===== config.mk =====
export PLATFORM = sky130hd
export DESIGN_NAME = key_event_decoder
export DESIGN_NICKNAME = d
export VERILOG_FILES = /design/src/rtl/key_event_decoder.sv
export SDC_FILE = /design/constraint.sdc
export NUM_CORES = 1
export LEC_CHECK = 0
export BUFFER_PORTS_ARGS = -buffer_cell sky130_fd_sc_hd__buf_4
export CORE_MARGIN = 10
export CORE_UTILIZATION = 45
export DETAILED_ROUTE_END_ITERATION = 16
export GPL_TIMING_DRIVEN = 1
export PLACE_DENSITY_LB_ADDON = 0.05
export SETUP_SLACK_MARGIN = 0.3
export SLEW_MARGIN = 10
export SYNTH_ARGS = -nofsm -noshare
export SYNTH_HDL_FRONTEND = slang
export SYNTH_SLANG_ARGS = --single-unit

===== constraint.sdc =====
create_clock -name clk -period 2.88 [get_ports clk]
set_input_delay 0.576 -clock clk [delete_from_list [all_inputs] [get_ports clk]]
set_output_delay 0.576 -clock clk [all_outputs]
set_load 0.03 [all_outputs]

===== src/rtl/key_event_decoder.sv =====
// Debounced key level to one-cycle press/release/short/double/long/repeat pulses.
// Latency: one cycle from key_in to key_level/press/release; no backpressure, pulses are fire-and-forget.
module key_event_decoder #(
  parameter int ACTIVE_LOW        = 1,
  parameter int LONG_CYCLES       = 16,
  parameter int DCLICK_GAP_CYCLES = 8,
  parameter int REPEAT_CYCLES     = 4
) (
  input  logic clk,
  input  logic rst_n,
  input  logic key_in,
  input  logic enable,
  output logic key_level,
  output logic press_pulse,
  output logic release_pulse,
  output logic short_pulse,
  output logic double_pulse,
  output logic long_pulse,
  output logic repeat_pulse,
  output logic busy
);

  localparam int MAX_A  = (LONG_CYCLES > DCLICK_GAP_CYCLES) ? LONG_CYCLES : DCLICK_GAP_CYCLES;
  localparam int MAX_C  = (MAX_A > REPEAT_CYCLES) ? MAX_A : REPEAT_CYCLES;
  localparam int CW     = $clog2(MAX_C) + 1;

  localparam logic [CW-1:0] LONG_LAST = CW'(LONG_CYCLES - 1);
  localparam logic [CW-1:0] GAP_LAST  = CW'((DCLICK_GAP_CYCLES > 0) ? DCLICK_GAP_CYCLES - 1 : 0);
  localparam logic [CW-1:0] REP_LAST  = CW'(REPEAT_CYCLES - 1);

  typedef enum logic [2:0] {
    IDLE,
    PRESS1,
    WAIT_GAP,
    PRESS2,
    LONG_HOLD
  } state_t;

  state_t        state;
  logic [CW-1:0] cnt;
  logic          armed;
  logic          act;
  logic          rise;
  logic          fall;

  // armed stays low for the first cycle after reset so a key held through
  // reset release only loads key_level and never looks like a fresh press.
  assign act  = key_in ^ (ACTIVE_LOW != 0);
  assign rise = armed & act & ~key_level;
  assign fall = armed & ~act & key_level;

  always_ff @(posedge clk or negedge rst_n) begin
    if (!rst_n) begin
      state         <= IDLE;
      cnt           <= '0;
      armed         <= 1'b0;
      key_level     <= 1'b0;
      press_pulse   <= 1'b0;
      release_pulse <= 1'b0;
      short_pulse   <= 1'b0;
      double_pulse  <= 1'b0;
      long_pulse    <= 1'b0;
      repeat_pulse  <= 1'b0;
      busy          <= 1'b0;
    end else begin
      key_level     <= act;
      armed         <= 1'b1;
      press_pulse   <= 1'b0;
      release_pulse <= 1'b0;
      short_pulse   <= 1'b0;
      double_pulse  <= 1'b0;
      long_pulse    <= 1'b0;
      repeat_pulse  <= 1'b0;

      if (!enable) begin
        state <= IDLE;
        cnt   <= '0;
        busy  <= 1'b0;
      end else begin
        cnt <= cnt + 1'b1;
        case (state)
          IDLE: begin
            cnt <= '0;
            if (rise) begin
              press_pulse <= 1'b1;
              state       <= PRESS1;
              busy        <= 1'b1;
            end
          end

          // Release is tested before the threshold so it wins on the same edge.
          PRESS1: begin
            if (fall) begin
              release_pulse <= 1'b1;
              cnt           <= '0;
              if (DCLICK_GAP_CYCLES == 0) begin
                short_pulse <= 1'b1;
                state       <= IDLE;
                busy        <= 1'b0;
              end else begin
                state <= WAIT_GAP;
              end
            end else if (cnt == LONG_LAST) begin
              long_pulse <= 1'b1;
              state      <= LONG_HOLD;
              cnt        <= '0;
            end
          end

          WAIT_GAP: begin
            if (rise) begin
              press_pulse <= 1'b1;
              state       <= PRESS2;
              cnt         <= '0;
            end else if (cnt == GAP_LAST) begin
              short_pulse <= 1'b1;
              state       <= IDLE;
              cnt         <= '0;
              busy        <= 1'b0;
            end
          end

          PRESS2: begin
            if (fall) begin
              release_pulse <= 1'b1;
              double_pulse  <= 1'b1;
              state         <= IDLE;
              cnt           <= '0;
              busy          <= 1'b0;
            end else if (cnt == LONG_LAST) begin
              short_pulse <= 1'b1;
              long_pulse  <= 1'b1;
              state       <= LONG_HOLD;
              cnt         <= '0;
            end
          end

          LONG_HOLD: begin
            if (fall) begin
              release_pulse <= 1'b1;
              state         <= IDLE;
              cnt           <= '0;
              busy          <= 1'b0;
            end else if (cnt == REP_LAST) begin
              repeat_pulse <= 1'b1;
              cnt          <= '0;
            end
          end

          default: begin
            state <= IDLE;
            cnt   <= '0;
            busy  <= 1'b0;
          end
        endcase
      end
    end
  end

endmodule


After elaboration in Yosys (flattened, before gate mapping)
Index checks and enable logic that the tools add are counted.
Widths: inputs -> output; s select.
{ "word_totals": {"ff_bits": 17, "inputBits": 4, "word_cells": 82} }
{ "op_classes": {"n_addsub": 1, "eq_ne": 14, "mux": 43, "bitwise": 6, "reduce_logical": 7} }
{ "ops": {"columns": ["cell", "n"], "rows": [
  ["$mux 5", 7],
  ["$mux 1", 24],
  ["$mux 3", 8],
  ["$pmux 3 s5", 1],
  ["$pmux 5 s3", 1],
  ["$ne 3x3->1 const B", 4],
  ["$eq 3x2->1 const B", 2],
  ["$reduce_or 2->1", 3],
  ["$add 5x1->5 const B", 1],
  ["$eq 5x2->1 const B", 1],
  ["$eq 5x3->1 const B", 1],
  ["$eq 5x4->1 const B", 1],
  ["$reduce_and 5->1", 1],
  ["$and 1x1->1", 4],
  ["$ne 4x4->1 const B", 1],
  ["$pmux 1 s4", 1],
  ["$eq 3x1->1 const B", 1],
  ["$eq 3x3->1 const B", 1],
  ["$logic_not 3->1", 1],
  ["$ne 3x2->1 const B", 1],
  ["$reduce_and 3->1", 1],
  ["$reduce_or 3->1", 1],
  ["$ne 2x2->1 const B", 1],
  ["$not 1->1", 2],
  ["$pmux 1 s2", 1]
]} }

Logic depth before layout (Yosys ltp)
{ "logic_depth": {"ltp_word": 6, "mapped_depth": 6} }

Least setup slack after synthesis
Ideal clock, no wire load.
{ "synth_timing": {"kind": "input port to flip-flop", "from": "input port key_in", "to": "register cnt[0]", "setup_ns": 0.128, "arrival_time_ns": 1.505, "path_slack_ns": 1.246, "path_stages": 4, "path_buffers": 0, "cell_sequence": "or3b_4 -> a32o_1 -> o221ai_2 -> nor3_1"} }
{ "synth_via": {"elab_chain_cells": 6, "word_cells_on_any_way": 10, "classes_between": "mux: 5; bitwise: 5"} }
{ "synth_lines": {"columns": ["element", "line_no", "source"], "rows": [
  ["start: declaration", "11", "input logic key_in,"],
  ["$not 1->1 (no line)", null, null],
  ["$and 1x1->1 (2 in series)", "49", "assign rise = armed & act & ~key_level;"],
  ["$mux 5", "111", "if (rise) begin"],
  ["$pmux 5 s3 *", "81", "case (state)"],
  ["$mux 5 *", "75", "if (!enable) begin"],
  ["end signal: assignment", "80", "cnt <= cnt + 1'b1;"],
  ["end: declaration", "40", "logic [CW-1:0] cnt;"]
]} }
Every way passes the cells marked *; elsewhere a longest branch is shown, timed or not.
A chain may end at the register's enable or synchronous reset.

Worst setup path in the final report
{ "layout_timing": {"from": "register state[0]", "to": "register cnt[0]"} }
{ "layout_via": {"elab_chain_cells": 4, "word_cells_on_any_way": 7, "classes_between": "eq/ne: 4; mux: 2; reduce/logical: 1"} }
{ "layout_lines": {"columns": ["element", "line_no", "source"], "rows": [
  ["start: declaration", "39", "state_t state;"],
  ["start signal: assignment", "54", "state <= IDLE;"],
  ["start signal: assignment", "76", "state <= IDLE;"],
  ["start signal: assignment", "86", "state <= PRESS1;"],
  ["$eq 3x2->1 / $eq 3x1->1 (equally long branches)", "81", null],
  ["$reduce_or 2->1 (no line)", null, null],
  ["$pmux 5 s3 *", "81", null],
  ["$mux 5 *", "75", null]
]} }
Marks and branches as above.

==> impl_metrics.ini <==
[run_status]
status = finished, final reports clean

[timing]
clock_skew_ns = 0.00916
max_freq_ghz = 0.602
rsz0062_at_grt = no
slew_violations = 0
finalHoldViolCount = 0
finalSetupViolations = 0
max_slew_margin = 0.660
fin_crit_ns = 1.66
tns_ns = 0
tightestPinTransition_ns = 0.510
fin_crit_sh = 0.577

[floorplan]
start_util = 0.478
die_area_mm2 = 0.00434
core_area_mm2 = 0.00198
die_y_um = 65.9
die_w_um = 65.9
num_io_pins = 12
fp-row-count = 16

[power]
power_frac_clock = 0.300
power_density_mw_per_mm2 = 405
vdd_drop_max_mv = 0.271
p_sw_frac = 0.273
p_leak_nw = 0.453
pwr-share-seq = 0.586
p_sw_mw = 0.118
p_int_mw = 0.314
power_frac_comb = 0.114

[setup_path]
endpoint_kind = register
startpoint = state[0]
critical_path_required_ns = 3.10
start_kind = register
arrival_ns = 1.88
reg2reg_from = state[0]
crit_type = register to register
worst-path-max-fanout = 18

[global_routing]
gr-usage-all-layers = 0.0934
grt_pass1_vias = 695
antenna_found_initial = 0
grt_pass1_wl_um = 3230
grt-ovfl-total = 0
grt_max_degree = 19

[clock_network]
cts.reportedPaths.clkPinSlew_ns = 0.10
cts_num_sinks = 17
numCtsBuffers = 3
cts.path.max_buffers = 2
htree_levels = 1
cts_tree = done
post_cts_buffers = 0
cts_root_buf = clkbuf_4
worstSkewPairLatency_ns = 0.30
hold_buffers = 0
cts_resized = 0

[logic_synthesis]
ys.flop_type = dfrtp_1
synth_area_leaders = dfrtp_1 (45%), nand4b_1 (3.7%), nand3_1 (3.2%)
ys_ff_latch = 17
yosysWarnings = 0
yosys.area.top_type = dfrtp_1
synth.distinct_cells = 40
syn_avg_cell_area_um2 = 10.2
synth_area_um2 = 947
synthesis.nets = 99
synthCells = 93
synthDominantCellAreaShare = 0.449
async_flop_share = 1.00
synth-edff-count = 0
synth-seq-area-share = 0.449

[final_layout]
area_growth_pct = 12.7
final_cell_mix = dfrtp_1 (17), buf_4 (11), nor2_1 (6), nand3_1 (6), nand2_1 (6)
design_area_mm2 = 0.00107
layout_commonest_cell = dfrtp_1
regMostFlops = cnt
largest_reg_flops = 5
largestRegisters = cnt: 5 flops, state: 3 flops
fin_nets = 110
layout-drive-gt1-share = 0.243
diodes = 0

[routing]
drcViolationCount = 0
routed_wl_um = 1850
first_pass_iters = 5
viasPerCell = 5.79
wl_per_cell_um = 14.2
ant_nets = 0
first_iter_violations = 21
num_vias = 753

[run]
cap_violations = 0

[place]
place_area_mm2 = 0.00104
portBuffers = 11
hpwl_um = 1390
place.gp.congestion = 0.760

[worst_hold_path]
hp-class = primary input to async pin
## per-layer routing
metal | routed length (um) | track usage
met1 | 856 | 0.116
met2 | 824 | 0.138
met3 | 137 | 0.0390
met4 | 31 | 0.0401
met5 | 0 | 0
## kinds of logic after synthesis
logic type,after synthesis,share of synthesized area
other cells,1,0.00396
buf+inv,7,0.0330
simple gates,45,0.300
xor+xnor,2,0.0185
mux,1,0.0119
flops,17,0.449
compound gates,18,0.157
fa+ha+maj,2,0.0264
## Yosys cell counts (all sizes together), types with 2 or more instances
library cell / count
buf: 4
nand4: 4
nor3b: 3
nor4: 3
a21oi: 4
nand2b: 2
inv: 2
nand2: 6
o21bai: 2
nor2b: 2
a211oi: 2
nor3: 2
a21o: 2
nor2: 6
ha: 2
or3b: 2
dfrtp: 17
nand3: 6
nand4b: 4
## per-stage QoR
stage | total power, mW | utilization | setup slack (ns) | std cells | hold slack [ns]
global route | 0.452 | 0.539 | 1.10 | 130 | 0.118
detailed placement | 0.308 | 0.525 | 1.03 | 126 | 0.452
global placement | 0.308 | 0.525 | 1.05 | 126 | 0.450
finish | 0.432 | 0.539 | 1.22 | 130 | 0.115
floorplan | 0.288 | - | 1.25 | 93 | 0.280
CTS | 0.438 | 0.539 | 1.22 | 130 | 0.119
## final cells by class
type	count	area (um^2)
clock buffer	3	22.5
clock inverter	1	5.00
fill	176	915
inverter	2	7.51
multi-input combinational	69	490
sequential	17	425
tap	27	33.8
timing repair buffer	11	82.6
## final timing paths
kind,to,slack (ns),cells after the start
min in group clk,key_level,0.48,2
max in group asynchronous,cnt[2],2.57,1
worst max-delay path,cnt[0],1.22,4
worst min-delay path,state[0],0.11,1
worst min register to register,cnt[0],0.49,1
worst max register to register,cnt[0],1.22,4
## critical path, cell delays in order, from the launching register on
cell,delay (ns)
dfrtp_1,0.58
or3b_4,0.51
a21oi_2,0.16
o221ai_2,0.14
nor3_1,0.18
## power groups by stage
stage               registers [mW]  logic (mW)  clock network (mW)
detailed placement           0.258      0.0501                   0
global route                 0.255      0.0540               0.143
CTS                          0.253      0.0501               0.135
finish                       0.253      0.0494               0.130
global placement             0.258      0.0499                   0
floorplan                    0.262      0.0260                   0
Note: power is estimated with default switching activity, not from simulation.
